===== src/rtl/rca_pkg.sv =====
// Shared definitions for the ripple-carry adder family (parallel adder and
// the bit-serial add/subtract unit).
//   state_e    : sequencing states of the bit-serial unit
//   RCA_W      : default operand width
//   cnt_width  : width of a counter that must hold values 0..w-1
package rca_pkg;

    localparam int RCA_W = 3;

    typedef enum logic [1:0] {
        ST_IDLE = 2'd0,
        ST_RUN  = 2'd1,
        ST_DONE = 2'd2
    } state_e;

    // Counter width for indices 0..w-1; never narrower than one bit.
    function automatic int cnt_width(input int w);
        return (w > 1) ? $clog2(w) : 1;
    endfunction

endpackage


===== src/rtl/fa_cell.sv =====
// One-bit full adder, purely combinational.
//   a, b  : operand bits
//   cin   : carry in
//   s     : sum bit
//   cout  : carry out
module fa_cell (
    input  logic a,
    input  logic b,
    input  logic cin,
    output logic s,
    output logic cout
);

    assign s    = a ^ b ^ cin;
    assign cout = (a & b) | (a & cin) | (b & cin);

endmodule


===== src/rtl/serial_addsub.sv =====
// Bit-serial subtractor (optionally adder) built around one full-adder cell.
// Operands are taken over a valid/ready handshake, processed LSB first one bit
// per clock, and the result is offered over a second valid/ready handshake.
//
// Ports:
//   clk        : system clock, rising edge
//   rst_n      : asynchronous active-low reset
//   in_valid   : operands a/b presented
//   in_ready   : unit idle and able to accept operands
//   a, b       : minuend / subtrahend (addends in add mode), WIDTH bits
//   out_valid  : result presented
//   out_ready  : consumer takes the result
//   diff       : result modulo 2^WIDTH
//   flag       : borrow when subtracting (a < b unsigned), carry-out when adding
//   op_add     : only with SERIAL_ADDSUB_ADD_EN; 1 = add, 0 = subtract
//
// Build option: define SERIAL_ADDSUB_ADD_EN to add the op_add port and the
// add mode. Without it the unit always subtracts.
module serial_addsub
    import rca_pkg::*;
#(
    parameter int WIDTH = RCA_W
) (
    input  logic             clk,
    input  logic             rst_n,
    input  logic             in_valid,
    output logic             in_ready,
    input  logic [WIDTH-1:0] a,
    input  logic [WIDTH-1:0] b,
    output logic             out_valid,
    input  logic             out_ready,
    output logic [WIDTH-1:0] diff,
    output logic             flag
`ifdef SERIAL_ADDSUB_ADD_EN
    ,
    input  logic             op_add
`endif
);

    localparam int             CW   = cnt_width(WIDTH);
    localparam logic [CW-1:0]  LAST = CW'(WIDTH - 1);

    state_e            state_r;
    state_e            state_s;
    logic [WIDTH-1:0]  a_r;
    logic [WIDTH-1:0]  b_r;
    logic [WIDTH-1:0]  res_r;
    logic [CW-1:0]     cnt_r;
    logic              carry_r;
    logic              add_r;
    logic              in_ready_r;
    logic              out_valid_r;
    logic [WIDTH-1:0]  diff_r;
    logic              flag_r;

    logic              add_sel_s;
    logic [WIDTH-1:0]  b_in_s;
    logic              accept_s;
    logic              release_s;
    logic              last_s;
    logic              sum_s;
    logic              cout_s;
    logic [WIDTH-1:0]  res_next_s;

`ifdef SERIAL_ADDSUB_ADD_EN
    assign add_sel_s = op_add;
`else
    assign add_sel_s = 1'b0;
`endif

    // Subtraction is a + ~b + 1: invert b and seed the carry with 1.
    assign b_in_s     = add_sel_s ? b : ~b;
    // in_ready_r is only ever high in IDLE, so it doubles as the state qualifier.
    assign accept_s   = in_valid & in_ready_r;
    assign release_s  = out_valid_r & out_ready;
    assign last_s     = (state_r == ST_RUN) && (cnt_r == LAST);
    // Sum bits enter at the MSB; after WIDTH shifts the first bit sits at bit 0.
    assign res_next_s = {sum_s, res_r[WIDTH-1:1]};

    fa_cell u_fa (
        .a    (a_r[0]),
        .b    (b_r[0]),
        .cin  (carry_r),
        .s    (sum_s),
        .cout (cout_s)
    );

    // Next-state decode for the IDLE/RUN/DONE sequencer.
    always_comb begin
        state_s = state_r;
        case (state_r)
            ST_IDLE: begin
                if (accept_s) begin
                    state_s = ST_RUN;
                end else begin
                    state_s = ST_IDLE;
                end
            end
            ST_RUN: begin
                if (last_s) begin
                    state_s = ST_DONE;
                end else begin
                    state_s = ST_RUN;
                end
            end
            ST_DONE: begin
                if (release_s) begin
                    state_s = ST_IDLE;
                end else begin
                    state_s = ST_DONE;
                end
            end
            default: begin
                state_s = ST_IDLE;
            end
        endcase
    end

    // State register and registered handshake outputs derived from the next state.
    always_ff @(posedge clk or negedge rst_n) begin
        if (!rst_n) begin
            state_r     <= ST_IDLE;
            in_ready_r  <= 1'b0;
            out_valid_r <= 1'b0;
        end else begin
            state_r     <= state_s;
            in_ready_r  <= (state_s == ST_IDLE);
            out_valid_r <= (state_s == ST_DONE);
        end
    end

    // Operand/result shifting, carry chain and bit counter.
    always_ff @(posedge clk or negedge rst_n) begin
        if (!rst_n) begin
            a_r     <= '0;
            b_r     <= '0;
            res_r   <= '0;
            cnt_r   <= '0;
            carry_r <= 1'b0;
            add_r   <= 1'b0;
        end else begin
            case (state_r)
                ST_IDLE: begin
                    if (accept_s) begin
                        a_r     <= a;
                        b_r     <= b_in_s;
                        res_r   <= '0;
                        cnt_r   <= '0;
                        carry_r <= ~add_sel_s;
                        add_r   <= add_sel_s;
                    end
                end
                ST_RUN: begin
                    a_r     <= {1'b0, a_r[WIDTH-1:1]};
                    b_r     <= {1'b0, b_r[WIDTH-1:1]};
                    res_r   <= res_next_s;
                    carry_r <= cout_s;
                    cnt_r   <= cnt_r + CW'(1);
                end
                ST_DONE: begin
                    res_r <= res_r;
                end
                default: begin
                    cnt_r <= '0;
                end
            endcase
        end
    end

    // Result capture on the last bit; held untouched until the next operation ends.
    always_ff @(posedge clk or negedge rst_n) begin
        if (!rst_n) begin
            diff_r <= '0;
            flag_r <= 1'b0;
        end else if (last_s) begin
            diff_r <= res_next_s;
            // Carry-out of a + ~b + 1 is 1 when no borrow occurred.
            flag_r <= add_r ? cout_s : ~cout_s;
        end else begin
            diff_r <= diff_r;
            flag_r <= flag_r;
        end
    end

    assign in_ready  = in_ready_r;
    assign out_valid = out_valid_r;
    assign diff      = diff_r;
    assign flag      = flag_r;

endmodule


===== config.mk =====
export PLATFORM = sky130hd
export DESIGN_NAME = serial_addsub
export DESIGN_NICKNAME = d
export VERILOG_FILES = /design/src/rtl/rca_pkg.sv /design/src/rtl/fa_cell.sv /design/src/rtl/serial_addsub.sv
export SDC_FILE = /design/constraint.sdc
export NUM_CORES = 1
export LEC_CHECK = 0
export CAP_MARGIN = 10
export CORE_UTILIZATION = 45
export CTS_BUF_LIST = sky130_fd_sc_hd__clkbuf_8 sky130_fd_sc_hd__clkbuf_16
export DETAILED_ROUTE_END_ITERATION = 16
export PLACE_DENSITY_LB_ADDON = 0.15
export SYNTH_ARGS = -nofsm -noshare
export SYNTH_HDL_FRONTEND = slang
export SYNTH_HIERARCHICAL = 1
export SYNTH_SLANG_ARGS = --single-unit

===== constraint.sdc =====
create_clock -name clk -period 1.4 [get_ports clk]
set_input_delay 0.28 -clock clk [delete_from_list [all_inputs] [get_ports clk]]
set_output_delay 0.28 -clock clk [all_outputs]
set_load 0.005 [all_outputs]

==> flow_metrics.py <==
metrics = {
    "status": {
        "outcome": "complete, no violations",
    },
    "floorplan": {
        "dieArea_sq_um": 2127,
        "fp.dieH_um": 46.12,
        "die_width_um": 46.12,
        "fp-row-count": 15,
        "coreArea_sq_um": 1783,
        "boundaryPins": 16,
        "start_util": 0.4912,
    },
    "routing": {
        "drc": 0,
        "drt-total-wl_mm": 1.632,
        "final_antenna_net_count": 0,
        "drtIter0Drc": 4,
        "wl_per_cell_um": 13.16,
        "vias": 636,
        "via_per_inst": 5.129,
        "first_pass_iters": 4,
    },
    "setup_path": {
        "cp_data_required_time_ps": 1540,
        "cp.arrival_ps": 1450,
        "endpoint_kind": "flip-flop",
        "startpoint_type": "flip-flop",
        "setup.worst_path.class": "flip-flop to flip-flop",
        "r2r_setup_slack_ps": 90,
        "crit_fanout": 3,
    },
    "synthesis": {
        "syn_inst": 74,
        "synth_area_sq_um": 875.8,
        "synth.avg_cell_area_sq_um": 11.84,
        "ys_ff_latch": 19,
        "synth_flop_cell": "dfrtp_1",
        "synth-seq-area-share": 0.5429,
        "synth-edff-count": 0,
        "yosysWarnings": 6,
        "async_reset_ff_frac": 1.000,
        "yosysUniqueCellTypes": 24,
        "synth_nets": 86,
    },
    "timing": {
        "finalHoldViolations": 0,
        "period_needed_ps": 1307,
        "setup_viol": 0,
        "slew_headroom": 0.7542,
        "fmax_ghz": 0.7651,
        "tightest_slew_ps": 368.7,
        "final.setup.tns_ps": 0,
        "fin_crit_sh": 0.9336,
        "fin_skew_ps": 4.705,
        "whs_ps": 361.2,
        "drv_slew": 0,
        "rsz0062_at_grt": "no",
    },
    "power_and_ir_drop": {
        "leakagePower_nw": 0.6266,
        "cellPowerDensity_nw_per_um2": 2219,
        "ir_drop_v": 0.001099,
    },
    "cells_and_area": {
        "diodes": 0,
        "syn2layout_area_growth_pct": 32.43,
        "fin_cells": 124,
        "drive_gt1_frac": 0.2121,
        "fin_nets": 112,
    },
    "cts": {
        "clock-sinks": 19,
        "clk_path_buf_depth": 2,
        "cts_tree": "built",
        "root_buffer": "clkbuf_8",
        "numCtsBuffers": 3,
        "htreeDepth": 1,
        "clk-insertion-delay-late_ps": 250,
        "cts.reportedPaths.clkPinSlew_ps": 70,
        "holdBufCountCts": 0,
    },
    "global_routing": {
        "grt_max_degree": 20,
        "grt_use_total": 0.1802,
        "grt.overflow.total": 0,
        "antenna_found_initial": 0,
        "grt_pass1_wl_mm": 2.697,
        "grt_pass1_vias": 633,
    },
    "placed_design": {
        "dp.cells": 116,
        "hpwlAfterDp_mm": 1.143,
        "place.gp.congestion": 0.7621,
        "numPortBuffers": 15,
    },
    "hold_path": {
        "hp-class": "primary input to asynchronous set/reset pin",
    },
    "run": {
        "maxCapViolCount": 0,
    },
}
## layer usage
layer	GRT usage	up-vias	part of all wire
met5	0	-	0
met4	0.08824	0	0.0061
met3	0.04314	2	0.032
met2	0.2845	14	0.48
met1	0.2300	306	0.48
li1	-	314	-
## state kept, by name (all words and copies together), names as in the netlist
signal / flops
cnt_r: 2
out_valid: 1
res_r: 2
a_r: 3
flag: 1
diff: 3
b_r: 3
carry_r: 1
state_r: 2
in_ready: 1
## power breakdown
group	switching (W)	total [W]	internal, W	leakage (nW)
Combinational	0.000499	0.00117	0.000668	0.366
Sequential	0.000230	0.00104	0.000807	0.235
Clock	0.000174	0.000371	0.000197	0.0255
## cells in the final DEF (no fill, tap or decap), types with 2 or more instances in the layout
cell | Yosys | routed
inv_1 | 6 | 6
a22o_1 | 2 | 2
nand2_1 | 6 | 6
buf_4 | 0 | 7
clkbuf_8 | 0 | 3
dlymetal6s2s_1 | 0 | 6
a21oi_1 | 6 | 6
a2bb2oi_1 | 2 | 2
dfrtp_1 | 19 | 19
o22ai_1 | 10 | 10
clkdlybuf4s50_1 | 0 | 9
o21ai_1 | 2 | 2
nand3b_4 | 2 | 2
nor2_1 | 3 | 3
mux2_4 | 3 | 3
## synthesized netlist by cell type (2+ instances only)
cell | count | area share
dfrtp_1 | 19 | 0.54
nand3b_4 | 2 | 0.046
a22o_1 | 2 | 0.020
a21oi_1 | 6 | 0.034
nand2_1 | 6 | 0.026
o22ai_1 | 10 | 0.071
a2bb2oi_1 | 2 | 0.020
inv_1 | 6 | 0.026
mux2_4 | 3 | 0.051
o21ai_1 | 2 | 0.011
nor2_1 | 3 | 0.013
## per-stage QoR
stage	setup WS, ps	util	power, W	cell area, sq um
2_1_floorplan	136.1	-	0.001776	875.8
3_5_place_dp	-72.36	0.5993	0.002168	1069
3_3_place_gp	-54.67	0.5993	0.002126	1069
4_1_cts	8.275	0.6295	0.002565	1122
6_report	92.91	0.6505	0.002574	1160
5_1_grt	48.54	0.6505	0.002778	1160
## kinds of logic (layout without fill, tap and decap cells)
family | count (synthesis) | after routing | synth area share
adders and majority gates | 2 | 2 | 0.03714
buffers and inverters | 8 | 33 | 0.04285
muxes | 3 | 3 | 0.05142
AOI/OAI and AO/OA | 26 | 26 | 0.1957
and+or+nand+nor | 16 | 16 | 0.1300
DFF | 19 | 19 | 0.5429
## area by class of cell
type | instances | area [sq um]
clock buffers | 3 | 41.29
flip-flops and latches | 19 | 475.5
fillers | 156 | 623.1
clock inverters | 1 | 5.005
multi-input cells | 47 | 362.8
repair buffers | 22 | 217.7
well taps | 25 | 31.28
inverters | 7 | 26.28
## what timing repair did
action	CTS	global route
setup buffers	1	3
pin swaps	0	0
endpoints found under the setup margin	1	6
gates resized for setup	0	6
## path summary, 6_finish.rpt
check,startpoint,endpoint,cells after the start
min in group clk,flag$_DFFE_PN0P_,flag$_DFFE_PN0P_,2
worst min-delay path,rst_n,a_r[1]$_DFFE_PN0P_,2
max in group asynchronous,rst_n,b_r[2]$_DFFE_PN0P_,2
worst max-delay path,a_r[0]$_DFFE_PN0P_,diff[2]$_DFFE_PN0P_,2
worst max register to register,a_r[0]$_DFFE_PN0P_,diff[2]$_DFFE_PN0P_,2
worst min register to register,flag$_DFFE_PN0P_,flag$_DFFE_PN0P_,2
## critical path: stages (launching register included)
cell	delay [ps]
dfrtp_1	410
fa_1	510
mux2_4	280
No activity file was read; power rests on OpenSTA's default activity.
